<file path="src/rtl/mem_access_pkg.sv">
// ---------------------------------------------------------------------------
// mem_access_pkg: shared state, size and lane encodings for the M-stage access. Rev 1.0
// ---------------------------------------------------------------------------
`default_nettype none

package mem_access_pkg;

  typedef enum logic [1:0] {
    ST_IDLE = 2'd0,
    ST_REQ  = 2'd1,
    ST_DONE = 2'd2
  } state_t;

  typedef enum logic [1:0] {
    SZ_BYTE = 2'd0,
    SZ_HALF = 2'd1,
    SZ_WORD = 2'd2
  } size_t;

  localparam logic [3:0] LANE_NONE    = 4'b0000;
  localparam logic [3:0] LANE_B0      = 4'b0001;
  localparam logic [3:0] LANE_LO_HALF = 4'b0011;
  localparam logic [3:0] LANE_HI_HALF = 4'b1100;
  localparam logic [3:0] LANE_ALL     = 4'b1111;

  // Byte wins over half when both are asserted.
  function automatic size_t size_decode(input logic is_byte, input logic is_half);
    if (is_byte)      return SZ_BYTE;
    else if (is_half) return SZ_HALF;
    else              return SZ_WORD;
  endfunction

endpackage

`default_nettype wire

</file>
<file path="src/rtl/mem_lane_align.sv">
// ---------------------------------------------------------------------------
// mem_lane_align: store steering, byte enables, load extraction and extension. Rev 1.0
// ---------------------------------------------------------------------------
`default_nettype none

module mem_lane_align
  import mem_access_pkg::*;
(
  input  size_t       size_i,
  input  logic        sign_ext_i,
  input  logic        rev_endian_i,
  input  logic [1:0]  offset_i,
  input  logic [31:0] store_data_i,
  input  logic [31:0] load_data_i,
  output logic [31:0] store_data_o,
  output logic [3:0]  byte_en_o,
  output logic [31:0] load_data_o
);

  logic [1:0]  lane_w;
  logic        hi_half_w;
  logic [31:0] byte_sh_w;
  logic [31:0] half_sh_w;

  // Big-endian lane 3-o is simply the bitwise inverse of o.
  assign lane_w    = rev_endian_i ? offset_i : ~offset_i;
  assign hi_half_w = rev_endian_i ? offset_i[1] : ~offset_i[1];
  assign byte_sh_w = load_data_i >> {lane_w, 3'b000};
  assign half_sh_w = load_data_i >> {hi_half_w, 4'b0000};

  always_comb begin
    store_data_o = store_data_i;
    byte_en_o    = LANE_ALL;
    load_data_o  = load_data_i;
    case (size_i)
      SZ_BYTE: begin
        store_data_o = {4{store_data_i[7:0]}};
        byte_en_o    = LANE_B0 << lane_w;
        load_data_o  = {{24{sign_ext_i & byte_sh_w[7]}}, byte_sh_w[7:0]};
      end
      SZ_HALF: begin
        store_data_o = {2{store_data_i[15:0]}};
        byte_en_o    = hi_half_w ? LANE_HI_HALF : LANE_LO_HALF;
        load_data_o  = {{16{sign_ext_i & half_sh_w[15]}}, half_sh_w[15:0]};
      end
      default: begin
        store_data_o = store_data_i;
        byte_en_o    = LANE_ALL;
        load_data_o  = load_data_i;
      end
    endcase
  end

endmodule

`default_nettype wire

</file>
<file path="src/rtl/mem_stage_access.sv">
// ---------------------------------------------------------------------------
// mem_stage_access: M-stage data-memory handshake, LL/SC tracking, alignment checks. Rev 1.0
// ---------------------------------------------------------------------------
`default_nettype none

module mem_stage_access
  import mem_access_pkg::*;
#(
  parameter int ADDR_WIDTH = 30
) (
  input  logic                  clock,
  input  logic                  reset,
  input  logic                  M_MemRead,
  input  logic                  M_MemWrite,
  input  logic                  M_MemByte,
  input  logic                  M_MemHalf,
  input  logic                  M_MemSignExtend,
  input  logic                  M_ReverseEndian,
  input  logic                  M_LLSC,
  input  logic                  M_Flush,
  input  logic                  Eret,
  input  logic [31:0]           M_ALU_Result,
  input  logic [31:0]           M_ReadData2,
  input  logic [31:0]           DataMem_In,
  input  logic                  DataMem_Ready,
  output logic                  DataMem_Read,
  output logic [3:0]            DataMem_Write,
  output logic [ADDR_WIDTH-1:0] DataMem_Address,
  output logic [31:0]           DataMem_Out,
  output logic                  M_Stall,
  output logic [31:0]           M_MemReadData,
  output logic                  M_MemDataValid,
  output logic                  M_AddrErrLoad,
  output logic                  M_AddrErrStore
);

  state_t                state_q;
  logic                  ll_bit_q;
  logic [ADDR_WIDTH-1:0] ll_addr_q;
  logic                  read_q;
  logic                  write_q;
  logic                  llsc_q;
  size_t                 size_q;
  logic                  sign_q;
  logic                  rev_q;
  logic [1:0]            off_q;
  logic [3:0]            wen_q;
  logic [ADDR_WIDTH-1:0] addr_q;
  logic [31:0]           wdata_q;
  logic [31:0]           rdata_q;
  logic                  dvalid_q;

  size_t       size_live_w;
  size_t       size_sel_w;
  logic        is_idle_w;
  logic        misaligned_w;
  logic        valid_w;
  logic        sc_fail_w;
  logic        launch_w;
  logic [31:0] wdata_w;
  logic [3:0]  be_w;
  logic [31:0] rdata_w;

  assign size_live_w  = size_decode(M_MemByte, M_MemHalf);
  assign is_idle_w    = (state_q == ST_IDLE);
  assign misaligned_w = ((size_live_w == SZ_WORD) && (M_ALU_Result[1:0] != 2'b00)) ||
                        ((size_live_w == SZ_HALF) && M_ALU_Result[0]);
  assign valid_w      = (M_MemRead | M_MemWrite) & ~M_Flush & ~misaligned_w;
  assign sc_fail_w    = is_idle_w & valid_w & M_MemWrite & M_LLSC & ~ll_bit_q;
  assign launch_w     = is_idle_w & valid_w & ~sc_fail_w;

  assign M_AddrErrLoad  = is_idle_w & M_MemRead & misaligned_w;
  assign M_AddrErrStore = is_idle_w & M_MemWrite & misaligned_w;
  assign M_Stall        = launch_w | (state_q == ST_REQ);
  // A failed SC resolves in IDLE without a bus cycle, so its result bypasses the register.
  assign M_MemDataValid = dvalid_q | sc_fail_w;
  assign M_MemReadData  = sc_fail_w ? 32'd0 : rdata_q;

  assign DataMem_Read    = read_q;
  assign DataMem_Write   = wen_q;
  assign DataMem_Address = addr_q;
  assign DataMem_Out     = wdata_q;

  // Live controls steer store data at launch; captured controls extract load data in REQ.
  assign size_sel_w = is_idle_w ? size_live_w : size_q;

  mem_lane_align u_align (
    .size_i       (size_sel_w),
    .sign_ext_i   (is_idle_w ? M_MemSignExtend : sign_q),
    .rev_endian_i (is_idle_w ? M_ReverseEndian : rev_q),
    .offset_i     (is_idle_w ? M_ALU_Result[1:0] : off_q),
    .store_data_i (M_ReadData2),
    .load_data_i  (DataMem_In),
    .store_data_o (wdata_w),
    .byte_en_o    (be_w),
    .load_data_o  (rdata_w)
  );

  always_ff @(posedge clock or negedge reset) begin
    if (!reset) begin
      state_q   <= ST_IDLE;
      ll_bit_q  <= 1'b0;
      ll_addr_q <= '0;
      read_q    <= 1'b0;
      write_q   <= 1'b0;
      llsc_q    <= 1'b0;
      size_q    <= SZ_WORD;
      sign_q    <= 1'b0;
      rev_q     <= 1'b0;
      off_q     <= 2'b00;
      wen_q     <= LANE_NONE;
      addr_q    <= '0;
      wdata_q   <= '0;
      rdata_q   <= '0;
      dvalid_q  <= 1'b0;
    end else begin
      dvalid_q <= 1'b0;
      case (state_q)
        ST_IDLE: begin
          if (launch_w) begin
            state_q <= ST_REQ;
            read_q  <= M_MemRead;
            write_q <= M_MemWrite;
            llsc_q  <= M_LLSC;
            size_q  <= size_live_w;
            sign_q  <= M_MemSignExtend;
            rev_q   <= M_ReverseEndian;
            off_q   <= M_ALU_Result[1:0];
            wen_q   <= M_MemWrite ? be_w : LANE_NONE;
            addr_q  <= M_ALU_Result[ADDR_WIDTH+1:2];
            wdata_q <= M_MemWrite ? wdata_w : 32'd0;
          end
        end
        ST_REQ: begin
          if (DataMem_Ready) begin
            state_q  <= ST_DONE;
            dvalid_q <= 1'b1;
            read_q   <= 1'b0;
            write_q  <= 1'b0;
            wen_q    <= LANE_NONE;
            addr_q   <= '0;
            wdata_q  <= '0;
            if (read_q) begin
              rdata_q <= rdata_w;
            end else if (llsc_q) begin
              rdata_q <= 32'd1;
            end
            if (read_q && llsc_q) begin
              ll_bit_q  <= 1'b1;
              ll_addr_q <= addr_q;
            end
            if (write_q && (llsc_q || (addr_q == ll_addr_q))) begin
              ll_bit_q <= 1'b0;
            end
          end
        end
        default: state_q <= ST_IDLE;
      endcase
      // Placed last so it overrides a coincident LL completion.
      if (Eret) begin
        ll_bit_q <= 1'b0;
      end
    end
  end

endmodule

`default_nettype wire

</file>
<file path="config.mk">
export PLATFORM = sky130hd
export DESIGN_NAME = mem_stage_access
export DESIGN_NICKNAME = d
export VERILOG_FILES = /design/src/rtl/mem_access_pkg.sv /design/src/rtl/mem_lane_align.sv /design/src/rtl/mem_stage_access.sv
export SDC_FILE = /design/constraint.sdc
export NUM_CORES = 1
export LEC_CHECK = 0
export ABC_AREA = 1
export BUFFER_PORTS_ARGS = -buffer_cell sky130_fd_sc_hd__buf_4
export CAP_MARGIN = 25
export CORE_MARGIN = 3
export CORE_UTILIZATION = 53
export CTS_CLUSTER_SIZE = 24
export DETAILED_ROUTE_END_ITERATION = 16
export PLACE_DENSITY = 0.79
export SLEW_MARGIN = 20
export SYNTH_ARGS = -nofsm -noshare
export SYNTH_HDL_FRONTEND = slang
export SYNTH_HIERARCHICAL = 1
export SYNTH_SLANG_ARGS = --single-unit
</file>
<file path="constraint.sdc">
create_clock -name clock -period 3.1 [get_ports clock]
set_input_delay 0.155 -clock clock [delete_from_list [all_inputs] [get_ports clock]]
set_output_delay 0.155 -clock clock [all_outputs]
set_load 0.01 [all_outputs]
</file>
### After elaboration in Yosys (flattened, before gate mapping)

Cells that the tools add are included.

* bits in registers: 141
* bits in latches: 0
* memory bits (writable): 0
* ROM bits: 0
* bits of input ports: 108
* output and inout bits: 103
* word-level logic and storage cells: 108
* memories kept: 0

* add/subtract/negate cells: 0
* multipliers: 0
* div/mod/pow operators: 0
* $lt $le $gt $ge: 0
* equal/unequal tests: 7
* shifts and indexed selects: 3
* multiplexer cells: 41
* bitwise operators: 22
* reduce and logical (&&, ||, !) cells: 20

Operator list (number)
* 32-bit 2-to-1 mux: 6
* 32-bit case mux with 2 select lines: 3
* 30-bit 2-to-1 mux: 2
* 30-bit case mux with 2 select lines: 1
* 32-bit by 5-bit >> shifter with 16-bit output: 1
* 32-bit by 5-bit >> shifter with 8-bit output: 1
* 30-bit equality test: 1
* 4-bit 2-to-1 mux: 4
* 4-bit case mux with 2 select lines: 2
* 2-bit 2-to-1 mux: 7
* 1-bit AND: 13
* 1-bit 2-to-1 mux: 13
* 3-bit AND reduction: 4
* 2-bit nonzero test: 5
* 2-bit by 1-bit equality test with 1-bit output, second input constant: 3
* 1-bit NOT: 5
* 1-bit logical AND: 4
* 2-bit zero test: 2
* 1-bit case mux with 2 select lines: 2
* 2-bit case mux with 2 select lines: 1
* 2-bit AND reduction: 2
* 1-bit by 2-bit << shifter with 4-bit output, first input constant: 1
* 1-bit bitwise OR: 3
* 3-bit nonzero test: 1
* other kinds (5): 6

### Longest topological paths before layout

Gate-level depths: netlist of the first run.

* depth in word-level cells: 15
* depth in mapped cells: 14
* mapped depth without buffers: 14

### Hierarchy

The synthesis of the first run kept the hierarchy.

Modules (own cells, without submodules)
* mem_stage_access: times used 1, cells an instance 707, area an instance 6173.4 sq um, sequential area each 3529.6 sq um
* mem_lane_align: times used 1, cells an instance 249, area an instance 1285.0 sq um, sequential area each 0.0 sq um

### Least setup slack after synthesis of the first run

Ideal clock, no wire load.

* path kind: reg-to-reg
* from: reg state_q[0]
* to: reg rdata_q[15]
* data arrival time: 2039 ps
* setup slack: 940 ps
* cell stages (with the launch flop): 13
* period minus slack after synthesis: 2160 ps
* cells stage by stage: dfrtp_1 nor2_4 inv_1 o21ai_0 nand2_1 nand2_4 nand2_1 nand2_1 nand2_2 nand4_4 buf_6 nand3_2 a22o_1

* cells in the longest elaborated chain, start to end: 8

RTL lines
* start, declared: line mem_stage_access.sv:37 `state_t state_q;`
* start signal, assigned: line mem_stage_access.sv:101 `state_q <= ST_IDLE;`
* start signal, assigned: line mem_stage_access.sv:121 `state_q <= ST_REQ;`
* start signal, assigned: line mem_stage_access.sv:136 `state_q <= ST_DONE;`
* 2-bit zero test (*): line mem_stage_access.sv:65 `assign is_idle_w = (state_q == ST_IDLE);`
* 2-bit 2-to-1 mux: line mem_stage_access.sv:91 `.offset_i (is_idle_w ? M_ALU_Result[1:0] : off_q),`
* 2-bit NOT: line mem_lane_align.sv:26 `assign lane_w = rev_endian_i ? offset_i : ~offset_i;`
* 2-bit 2-to-1 mux: line mem_lane_align.sv:26
* 32-bit by 5-bit >> shifter with 8-bit output: line mem_lane_align.sv:28 `assign byte_sh_w = load_data_i >> {lane_w, 3'b000};`
* 1-bit AND: line mem_lane_align.sv:39 `load_data_o = {{24{sign_ext_i & byte_sh_w[7]}}, byte_sh_w[7:0]};`
* 32-bit case mux with 2 select lines (*): line mem_lane_align.sv:35 `case (size_i)`
* named net rdata_w[15]: line mem_stage_access.sv:62 `logic [31:0] rdata_w;`
* 32-bit 2-to-1 mux (*): line mem_stage_access.sv:143 `if (read_q) begin`
* end signal, assigned: line mem_stage_access.sv:144 `rdata_q <= rdata_w;`
* end, declared: line mem_stage_access.sv:50 `logic [31:0] rdata_q;`

Mark *: on every way through the listed nets, which the timed path passes. The rest lies on a longest branch.
A chain may end at the register's enable or synchronous reset.

### Worst setup path after layout of the first run

* from: reg state_q[0]
* to: reg rdata_q[16]

* cells in the longest elaborated chain, start to end: 8

RTL lines (line)
* 2-bit zero test (*): mem_stage_access.sv:65
* 2-bit 2-to-1 mux: mem_stage_access.sv:91
* 1-bit NOT or 2-bit NOT (tied branches): mem_lane_align.sv:27, mem_lane_align.sv:26
* 1-bit 2-to-1 mux or 2-bit 2-to-1 mux (tied branches): mem_lane_align.sv:27, mem_lane_align.sv:26
* 32-bit by 5-bit >> shifter with 16-bit output or 32-bit by 5-bit >> shifter with 8-bit output (tied branches): mem_lane_align.sv:29, mem_lane_align.sv:28
* 1-bit AND, on equally long branches: mem_lane_align.sv:44, mem_lane_align.sv:39
* 32-bit case mux with 2 select lines (*): mem_lane_align.sv:35
* named net rdata_w[16]: mem_stage_access.sv:62
* 32-bit 2-to-1 mux (*): mem_stage_access.sv:143

Marks and branches as above.

==> reports/results.txt, run 1 <==
IO Port Bufs: 210
layout cell share with drive strength beyond 1: 0.245
largest net degree at the start of global routing: 65
Gate Count Post-Synth: 956
Syn Std Cell Area: 7460 µm²
first-pass GRT wire length: 34.9 mm
total track usage: 0.274
Non-Filler Instances: 1,379
Worst Skew: 0.0129 ns
Final Hold Fails: 0
sequential group share of total power: 0.368
fin area: 10,000 µm²
Critical Path Source Type: flip-flop
fin crit share: 0.860
crit end category: flip-flop
TNS Setup: 0 ns
Residual DRC: 0
setup bufs post-CTS: 0
CP Data Required Time: 3.45 ns
clock share of power: 0.257
clock buffer depth: 2
vias in the first global route: 7,109
crit path kind: reg -> reg
Place WS: 0.489 ns
FP Rows: 42
hold path cells: 3
max cap viols: 0
R2R Setup Slk: 0.44 ns
Final GP Congestion: 0.902
register area share after synthesis: 0.473
H-tree levels: 4
top cell type's share of synthesized area: 0.470
Vias/cell: 5.28
clk_lat worst skew: 0.42 ns
Peak Freq: 375 MHz
growth of design area from synthesis to finish: 34.7%
Initial DRC Count: 831
Die Footprint: 15,500 µm²
Final min period: 2.66 ns
placed cells: 1,302
P per Cell Area: 769 nW/µm²
Critical R2R Launch: state_q[0]$_DFFE_PN0P_
actual slew at the worst max-slew pin: 0.840 ns
core area: 13,500 µm²
maximum vdd drop: 0.000509 V
drt first pass iters: 6
switching power: 2.78 mW
post-synthesis average cell area: 7.80 µm²
Switching Share: 0.360
Remaining Overflow, GRT: 0
power consumption: 7.73 mW
Vias: 7,275
Most used DFF post-synth: dfrtp_1
multi-input logic area: 3150 µm²
Placed Area: 9030 µm²
CTS tree: yes
Worst Path Max Fanout: 24
async set-reset flop share out of synthesis: 1.00
post-DP HPWL: 14.4 mm
Num CTS Buffers: 17
Final Worst Setup Slack: 0.435 ns
clock sink total: 141
number of cells on the worst reg-to-reg path: 10
Post-synth EDFFs: 0
min-delay src: M_LLSC
drt wl/cell: 15.5 µm
WP data arrival: 3.02 ns
syn nets: 1,064
Yosys top cell by area: dfrtp_1
Lkg Pwr: 5.51 nW
Starting Density: 0.552
root buffer cell: clkbuf_16
worst r2r dst: rdata_q[16]$_DFFE_PN0P_
I/O Pins: 211
Die Y: 125 µm
CTS resizes: 0
fin nets: 1,297
initial antenna violation count: 1
Max Slew Vio Count: 0
worst hold endpoint: llsc_q$_DFFE_PN0P_
Reg area: 3530 µm²
max_slew headroom: 0.439
Seq cells post-synth: 141
die span in x: 125 µm
YS warnings: 6
RSZ-0062 raised after global routing: false
Int Power: 4.95 mW
combinational power share: 0.375
final-report setup violation count: 0
status: complete, no violations
clock transition at the registers of the reported paths: 0.06 ns
antenna viol nets, final: 0
fill count: 1,034
Unique masters post-synth: 36
Hold Path Class: in -> reg
Detailed Route WL: 21.4 mm
Area contributors post-synth: dfrtp_1 47%, nand2_1 16%, inv_1 5.4%, o21ai_0 4.7%, nand3_1 4.0%
## state kept, by name, indices dropped and copies added (netlist names)
register and cells:
rdata_q 32, rev_q 1, size_q 2, DataMem_Write 4, write_q 1, ll_addr_q 30, off_q 2, DataMem_Read 1
ll_bit_q 1, DataMem_Address 30, sign_q 1, dvalid_q 1, state_q 2, llsc_q 1, DataMem_Out 32
## per-stage QoR
| step | utilization | hold WS (ns) |
|---|---|---|
| 3_3_place_gp | 0.668 | 0.176 |
| 6_report | 0.744 | 0.0127 |
| 2_1_floorplan | - | -0.141 |
| 5_1_grt | 0.744 | 0.0360 |
| 3_5_place_dp | 0.669 | 0.178 |
| 4_1_cts | 0.743 | 0.00182 |
## power groups by stage
stage / Sequential [mW] / Clock [mW] / Combinational [mW]
detailed placement: 2.86 / 0 / 2.82
floorplan: 2.87 / 0 / 1.69
CTS: 2.84 / 2.00 / 2.88
global route: 2.91 / 2.08 / 3.22
global placement: 2.84 / 0 / 2.75
finish: 2.85 / 1.98 / 2.90
## cells in the mapped netlist (3+ instances only)
cell / instances
a21oi_1: 23
a22o_1: 31
a22oi_1: 14
buf_2: 20
buf_4: 17
buf_6: 9
clkbuf_1: 7
dfrtp_1: 140
inv_1: 108
inv_2: 7
nand2_1: 315
nand2_2: 11
nand2_4: 3
nand3_1: 60
nand3_2: 5
nor2_1: 65
nor2_2: 3
nor2_4: 5
o211ai_1: 8
o21ai_0: 70
o21ai_1: 6
xnor2_1: 15
## how the worst max path moves through the flow
stage                                    to                    from  slack, ns
floorplan           rdata_q[15]$_DFFE_PN0P_  state_q[0]$_DFFE_PN0P_       0.94
global placement    rdata_q[18]$_DFFE_PN0P_  state_q[0]$_DFFE_PN0P_       0.65
detailed placement  rdata_q[23]$_DFFE_PN0P_  state_q[0]$_DFFE_PN0P_       0.49
CTS                 rdata_q[16]$_DFFE_PN0P_  state_q[0]$_DFFE_PN0P_       0.46
global route        rdata_q[27]$_DFFE_PN0P_  state_q[0]$_DFFE_PN0P_       0.24
finish              rdata_q[16]$_DFFE_PN0P_  state_q[0]$_DFFE_PN0P_       0.44
## placed cells by master (no fill, tap or decap), drive strengths merged
master / n
nand4: 1
nand3b: 1
nand2: 329
o211ai: 8
diode: 1
clkbuf: 22
inv: 116
a21oi: 24
nand3: 66
o21bai: 1
clkinvlp: 3
nor2: 73
xor2: 1
xnor2: 15
o21ai: 78
clkinv: 5
dfrtp: 140
dlygate4sd3: 44
nor3: 1
a22oi: 14
bufinv: 2
or2: 1
a22o: 31
buf: 224
dfstp: 1
a31o: 1
## cell families (layout without fill, tap and decap cells)
kind of cell	count (synthesis)	in the layout	synth area share
and+or+nand+nor	472	472	0.270
other	0	1	0
buffers and inverters	170	416	0.107
AOI/OAI and AO/OA	157	157	0.132
DFF	141	141	0.473
xor gates and xnor gates	16	16	0.0188
## per-layer routing
| metal | share of wire | global-route usage |
|---|---|---|
| met1 | 0.42 | 0.360 |
| met2 | 0.47 | 0.426 |
| met3 | 0.083 | 0.0828 |
| met4 | 0.032 | 0.110 |
| met5 | 0 | 0 |
## critical path: stages, from the launching register on
cell and delay (ns):
dfrtp_1 0.41, nor2_4 0.21, inv_1 0.16, o21ai_0 0.48, inv_2 0.14, nand2_1 0.10, nand2_2 0.13, nand2_1 0.16
nand4_4 0.41, nand3_1 0.23, a22o_1 0.16
## cell type report
class	count	share of cell area
Tap cell	176	0.0219
Multi-Input combinational cell	645	0.314
Clock buffer	22	0.0452
Timing Repair Buffer	268	0.212
Inverter	116	0.0434
Clock inverter	10	0.0115
Antenna cell	1	0.000249
Sequential cell	141	0.351
## what timing repair did
action,in CTS,in global routing
hold buffers,44,0
endpoints found under the hold margin,103,0
setup endpoints to repair,0,0
Note: power is estimated with default switching activity, not from simulation.
==> run 2, diff against run 1 <==
- SETUP_SLACK_MARGIN: unset -> 0.5
==> run 2 against run 1 <==
  * Maximum frequency up 7.2%
  * Critical path depth up 1
  * Clock power about the same
  * Via count down 0.36%
  * Sequential share of layout area down 0.074 points
  * Register-to-register slack better by 0.18 ns
  * Flip-flop and latch count unchanged
  * Highest routed layer unchanged
==> reports/results.txt, run 2 (synthesized netlist as in run 1, its figures left out) <==
Final Hold Fails: 0
drt wl/cell: 15.7 µm
clock transition at the registers of the reported paths: 0.06 ns
CTS tree: yes
IO Port Bufs: 210
Final min period: 2.48 ns
Max Slew Vio Count: 0
clock sink total: 141
clock share of power: 0.256
TNS Setup: 0 ns
crit path buf inv count: 2
final-report setup violation count: 0
clk_lat worst skew: 0.42 ns
Switching Share: 0.361
die span in x: 125 µm
commonest non-fill, non-tap cell in the layout: nand2_1
Final GP Congestion: 0.902
Int Power: 4.95 mW
crit path kind: reg -> reg
Vias/cell: 5.25
Num CTS Buffers: 17
Worst Skew: 0.00966 ns
status: complete, no violations
CP peak stage delay: 0.41 ns
Lkg Pwr: 5.51 nW
sequential group share of total power: 0.367
fin crit share: 0.802
Vias: 7,249
Non-Filler Instances: 1,380
post-DP HPWL: 14.4 mm
I/O Pins: 211
power consumption: 7.75 mW
Die Footprint: 15,500 µm²
Starting Density: 0.552
H-tree levels: 4
growth of design area from synthesis to finish: 34.9%
crit path cell chain: nor2_4 -> inv_1 -> o21ai_0 -> inv_1 -> nand2_1 -> nand3_1 -> nand2_1 -> nand2_1 -> nand4_4 -> nand3_1 -> a22o_1
placed cells: 1,302
Critical Path Source Type: flip-flop
Detailed Route WL: 21.6 mm
CP Data Required Time: 3.41 ns
Residual DRC: 0
cell mode on critical path: nand2_1
actual slew at the worst max-slew pin: 1.05 ns
Hold Path Class: in -> reg
clock buffer depth: 2
max cap viols: 0
final core occ: 0.745
most frequent cells in the layout: 315 x nand2_1, 222 x buf_4, 140 x dfrtp_1
setup bufs post-CTS: 0
initial antenna violation count: 1
Worst Path Max Fanout: 12
maximum vdd drop: 0.000508 V
Die Y: 125 µm
combinational power share: 0.377
switching power: 2.80 mW
core area: 13,500 µm²
CP max stage cell: dfrtp_1
largest net degree at the start of global routing: 65
vias in the first global route: 7,110
WHS: 0.0146 ns
Remaining Overflow, GRT: 0
WP data arrival: 2.79 ns
Initial DRC Count: 778
total track usage: 0.274
Peak Freq: 402 MHz
P per Cell Area: 770 nW/µm²
root buffer cell: clkbuf_16
fill count: 1,027
FP Rows: 42
cell family with most CP delay: simple AND/OR/NAND/NOR gates
RSZ-0062 raised after global routing: false
layout cell share with drive strength beyond 1: 0.247
crit end category: flip-flop
fin nets: 1,298
max_slew headroom: 0.294
first-pass GRT wire length: 34.9 mm
drt first pass iters: 5
antenna viol nets, final: 0
run 2: path summary, 6_finish.rpt:
kind	startpoint	end	slack, ns	depth (start not counted)
max in group asynchronous	reset	size_q[1]$_DFFE_PN1P_	1.89	3
worst min register to register	write_q$_DFFE_PN0P_	ll_bit_q$_DFFE_PN0P_	0.44	1
worst max-delay path	state_q[0]$_DFFE_PN0P_	rdata_q[22]$_DFFE_PN0P_	0.62	11
worst min-delay path	M_LLSC	llsc_q$_DFFE_PN0P_	0.01	3
worst max register to register	state_q[0]$_DFFE_PN0P_	rdata_q[22]$_DFFE_PN0P_	0.62	11
min in group asynchronous	reset	ll_addr_q[6]$_DFFE_PN0P_	0.28	2
run 2: metal layers:
layer | part of all wire | vias up | global-route usage
met1 | 0.42 | 3368 | 0.360
met4 | 0.032 | 0 | 0.110
met3 | 0.082 | 53 | 0.0828
li1 | - | 3495 | -
met5 | 0 | - | 0
met2 | 0.46 | 333 | 0.426
run 2: through the flow:
| step | area (µm²) | setup WS [ns] |
|---|---|---|
| 2_1_floorplan | 7460 | 0.940 |
| 3_3_place_gp | 9020 | 0.653 |
| 3_5_place_dp | 9030 | 0.489 |
| 4_1_cts | 10000 | 0.587 |
| 5_1_grt | 10100 | 0.480 |
| 6_report | 10100 | 0.615 |
run 2: tightest hold or removal path: stages:
cell	delay (ns)
buf_4	0.09
nor2_1	0.04
a21oi_1	0.11
run 2: what timing repair did:
item                                   4_1_cts  5_1_grt
gates resized for setup                      1        3
endpoints found under the hold margin      103        0
gates cloned                                 0        1
hold buffers                                44        0
setup endpoints to repair                    5       34
run 2: power by group through the flow:
stage | clock network (mW) | registers, mW | logic (mW)
2_1_floorplan | 0 | 2.87 | 1.69
3_3_place_gp | 0 | 2.84 | 2.75
3_5_place_dp | 0 | 2.86 | 2.82
4_1_cts | 2.00 | 2.84 | 2.88
5_1_grt | 2.08 | 2.91 | 3.25
6_report | 1.98 | 2.85 | 2.92
run 2: layout make-up:
class / count / area [µm²] / share of cell area
inverters: 116 / 435 / 0.0433
clock inverters: 10 / 115 / 0.0114
multi-input cells: 646 / 3170 / 0.315
flip-flops and latches: 141 / 3530 / 0.351
clock buffers: 22 / 454 / 0.0451
repair buffers: 268 / 2130 / 0.212
diodes: 1 / 2.50 / 0.000249
well taps: 176 / 220 / 0.0219
==> run 3, diff against run 2 <==
- ABC_AREA: 1 -> 0
- PLACE_DENSITY: 0.79 -> 0.78
- clock period: 3.1 -> 2.6 ns (I/O delays scaled with it)
==> run 3 against run 2 <==
  * The run now ends with negative setup slack left
  * Area after synthesis rose by 5.5%
  * Combinational power rose by 90%
  * Setup slack got worse by 0.79 ns
  * Hold slack improved by 0.021 ns
  * Largest cell class is now multi-input gates
  * Highest routed layer is now met5
==> reports/results.txt, run 3 <==
status: finished, violations left
failing checks: negative setup slack
Met2 Routed Length: 16.6 mm
total track usage: 0.346
actual slew at the worst max-slew pin: 0.732 ns
Post-synth EDFFs: 0
first-pass GRT wire length: 44.4 mm
Placed Area: 9560 µm²
Met1 Wirelength: 12.4 mm
top cell type's share of synthesized area: 0.445
Final GP Congestion: 0.876
clock share of power: 0.225
crit end category: flip-flop
Die Y: 128 µm
Most used DFF post-synth: dfrtp_1
TNS Setup: -0.293 ns
Peak Freq: 361 MHz
CP Data Required Time: 2.91 ns
Switching Share: 0.379
final-report setup violation count: 3
Place WS: -0.0773 ns
switching power: 4.44 mW
P per Cell Area: 924 nW/µm²
most frequent cells after synthesis: 140 x dfrtp_1, 114 x nand2_1, 67 x a22o_1, 32 x and2_1, 32 x nand3_1
drt first pass iters: 7
max cap viols: 0
root buffer cell: clkbuf_16
Hold Path Class: in -> reg
Initial DRC Count: 1,305
CTS tree: yes
RSZ-0062 raised after global routing: true
sequential group share of total power: 0.300
WP data arrival: 3.08 ns
Vias: 8,537
Max Used Layer: met5
Final min period: 2.77 ns
combinational power share: 0.475
Antenna Cells: 0
largest net degree at the start of global routing: 72
Detailed Route WL: 35.1 mm
Remaining Overflow, GRT: 0
Critical Path Source Type: flip-flop
initial antenna violation count: 1
growth of design area from synthesis to finish: 61.0%
Num CTS Buffers: 17
Seq cells post-synth: 141
commonest non-fill, non-tap cell in the layout: buf_4
maximum vdd drop: 0.000588 V
YS warnings: 6
clock transition at the registers of the reported paths: 0.07 ns
Gate Count Post-Synth: 752
Lkg Pwr: 6.32 nW
Area contributors post-synth: dfrtp_1 45%, a22o_1 7.5%, mux2_4 5.7%, nand2_1 5.4%, mux2_2 4.3%
async set-reset flop share out of synthesis: 1.00
Final Hold Fails: 0
drt wl/cell: 27.6 µm
FP Rows: 43
H-tree levels: 4
Unique masters post-synth: 57
Int Power: 7.27 mW
Die Footprint: 16,300 µm²
fin nets: 1,185
Residual DRC: 0
fin crit share: 1.07
most frequent cells in the layout: 222 x buf_4, 140 x dfrtp_1, 101 x nand2_1
IO Port Bufs: 210
Final Worst Setup Slack: -0.173 ns
Vias/cell: 6.72
fin area: 12,700 µm²
Starting Density: 0.554
final core occ: 0.892
core area: 14,200 µm²
Yosys top cell by area: dfrtp_1
max_slew headroom: 0.511
clk_lat worst skew: 0.45 ns
met3 routed WL: 3.74 mm
crit path kind: reg -> reg
die span in x: 128 µm
syn nets: 860
register area share after synthesis: 0.448
antenna viol nets, final: 0
layout cell share with drive strength beyond 1: 0.498
Worst Skew: 0.0121 ns
count leader, synth: dfrtp_1
Syn Std Cell Area: 7870 µm²
clock sink total: 141
post-synthesis average cell area: 10.5 µm²
Worst Path Max Fanout: 6
Max Slew Vio Count: 0
clock buffer depth: 2
I/O Pins: 211
vias in the first global route: 8,098
post-DP HPWL: 15.6 mm
==> run 3: worst paths after layout <==
path | startpoint | end | slack, ns | cells after the start
min in group asynchronous | reset | ll_addr_q[2]$_DFFE_PN0P_ | 0.27 | 2
hold reg to reg | DataMem_Out[10]$_DFFE_PN0P_ | DataMem_Out[10]$_DFFE_PN0P_ | 0.51 | 1
setup / recovery | state_q[0]$_DFFE_PN0P_ | rdata_q[16]$_DFFE_PN0P_ | -0.17 | 12
setup reg to reg | state_q[0]$_DFFE_PN0P_ | rdata_q[16]$_DFFE_PN0P_ | -0.17 | 12
hold / removal | M_ReadData2[30] | DataMem_Out[30]$_DFFE_PN0P_ | 0.04 | 4
max in group asynchronous | reset | size_q[1]$_DFFE_PN1P_ | 1.42 | 3
==> run 3: timing repair <==
action                                  4_1_cts  5_1_grt
endpoints found under the hold margin       115        0
setup buffers                                30       35
gates resized for setup                     171       93
cloned                                       10       10
pin swaps                                    48       36
hold buffers                                 48        0
endpoints found under the setup margin       98      154
==> run 3: logic make-up (layout without fill, tap and decap cells) <==
| family | count (synthesis) | after routing | share of synthesized area |
|---|---|---|---|
| multiplexers | 70 | 70 | 0.114 |
| flip-flops | 141 | 141 | 0.448 |
| AO/OA/AOI/OAI | 181 | 181 | 0.183 |
| XOR/XNOR | 33 | 33 | 0.0391 |
| AND/OR/NAND/NOR | 253 | 257 | 0.158 |
| buffers and inverters | 74 | 408 | 0.0577 |
==> run 3: critical path, cell delays in order (launching register included) <==
cell	delay [ns]
dfrtp_1	0.41
buf_4	0.16
nor2_4	0.19
nand2_2	0.11
nand2_4	0.15
buf_4	0.15
nor4bb_4	0.06
nor4_4	0.31
buf_6	0.18
buf_12	0.11
nand4_4	0.18
o21ai_2	0.25
a22o_1	0.37
==> run 3: metrics by stage <==
stage                     hold WS (ns)  std cells  total power, mW
after global routing            0.0418       1270             12.0
after detailed placement         0.178       1105             7.05
after CTS                      0.00694       1225             10.6
final                           0.0361       1270             11.7
after global placement           0.178       1105             6.93
after floorplan                 -0.166        752             5.66
==> run 3: final cells by class <==
type,instances,area [µm²]
multi-input combinational,541,4610
timing repair buffer,368,3650
sequential,141,3530
fill,575,1530
clock buffer,17,425
tap,180,225
clock inverter,15,196
inverter,8,37.5
==> run 3: routing by layer <==
layer,global-route usage,up-vias
li1,-,3365
met1,0.439,4140
met2,0.566,779
met3,0.0858,251
met4,0.147,2
met5,0,-
==> run 3: power by group through the flow <==
stage               registers, mW  logic, mW  clock network (mW)
floorplan                    3.34       2.32                   0
global placement             3.37       3.56                   0
detailed placement           3.39       3.66                   0
CTS                          3.41       4.59                2.59
global route                 3.56       5.75                2.73
finish                       3.51       5.56                2.64
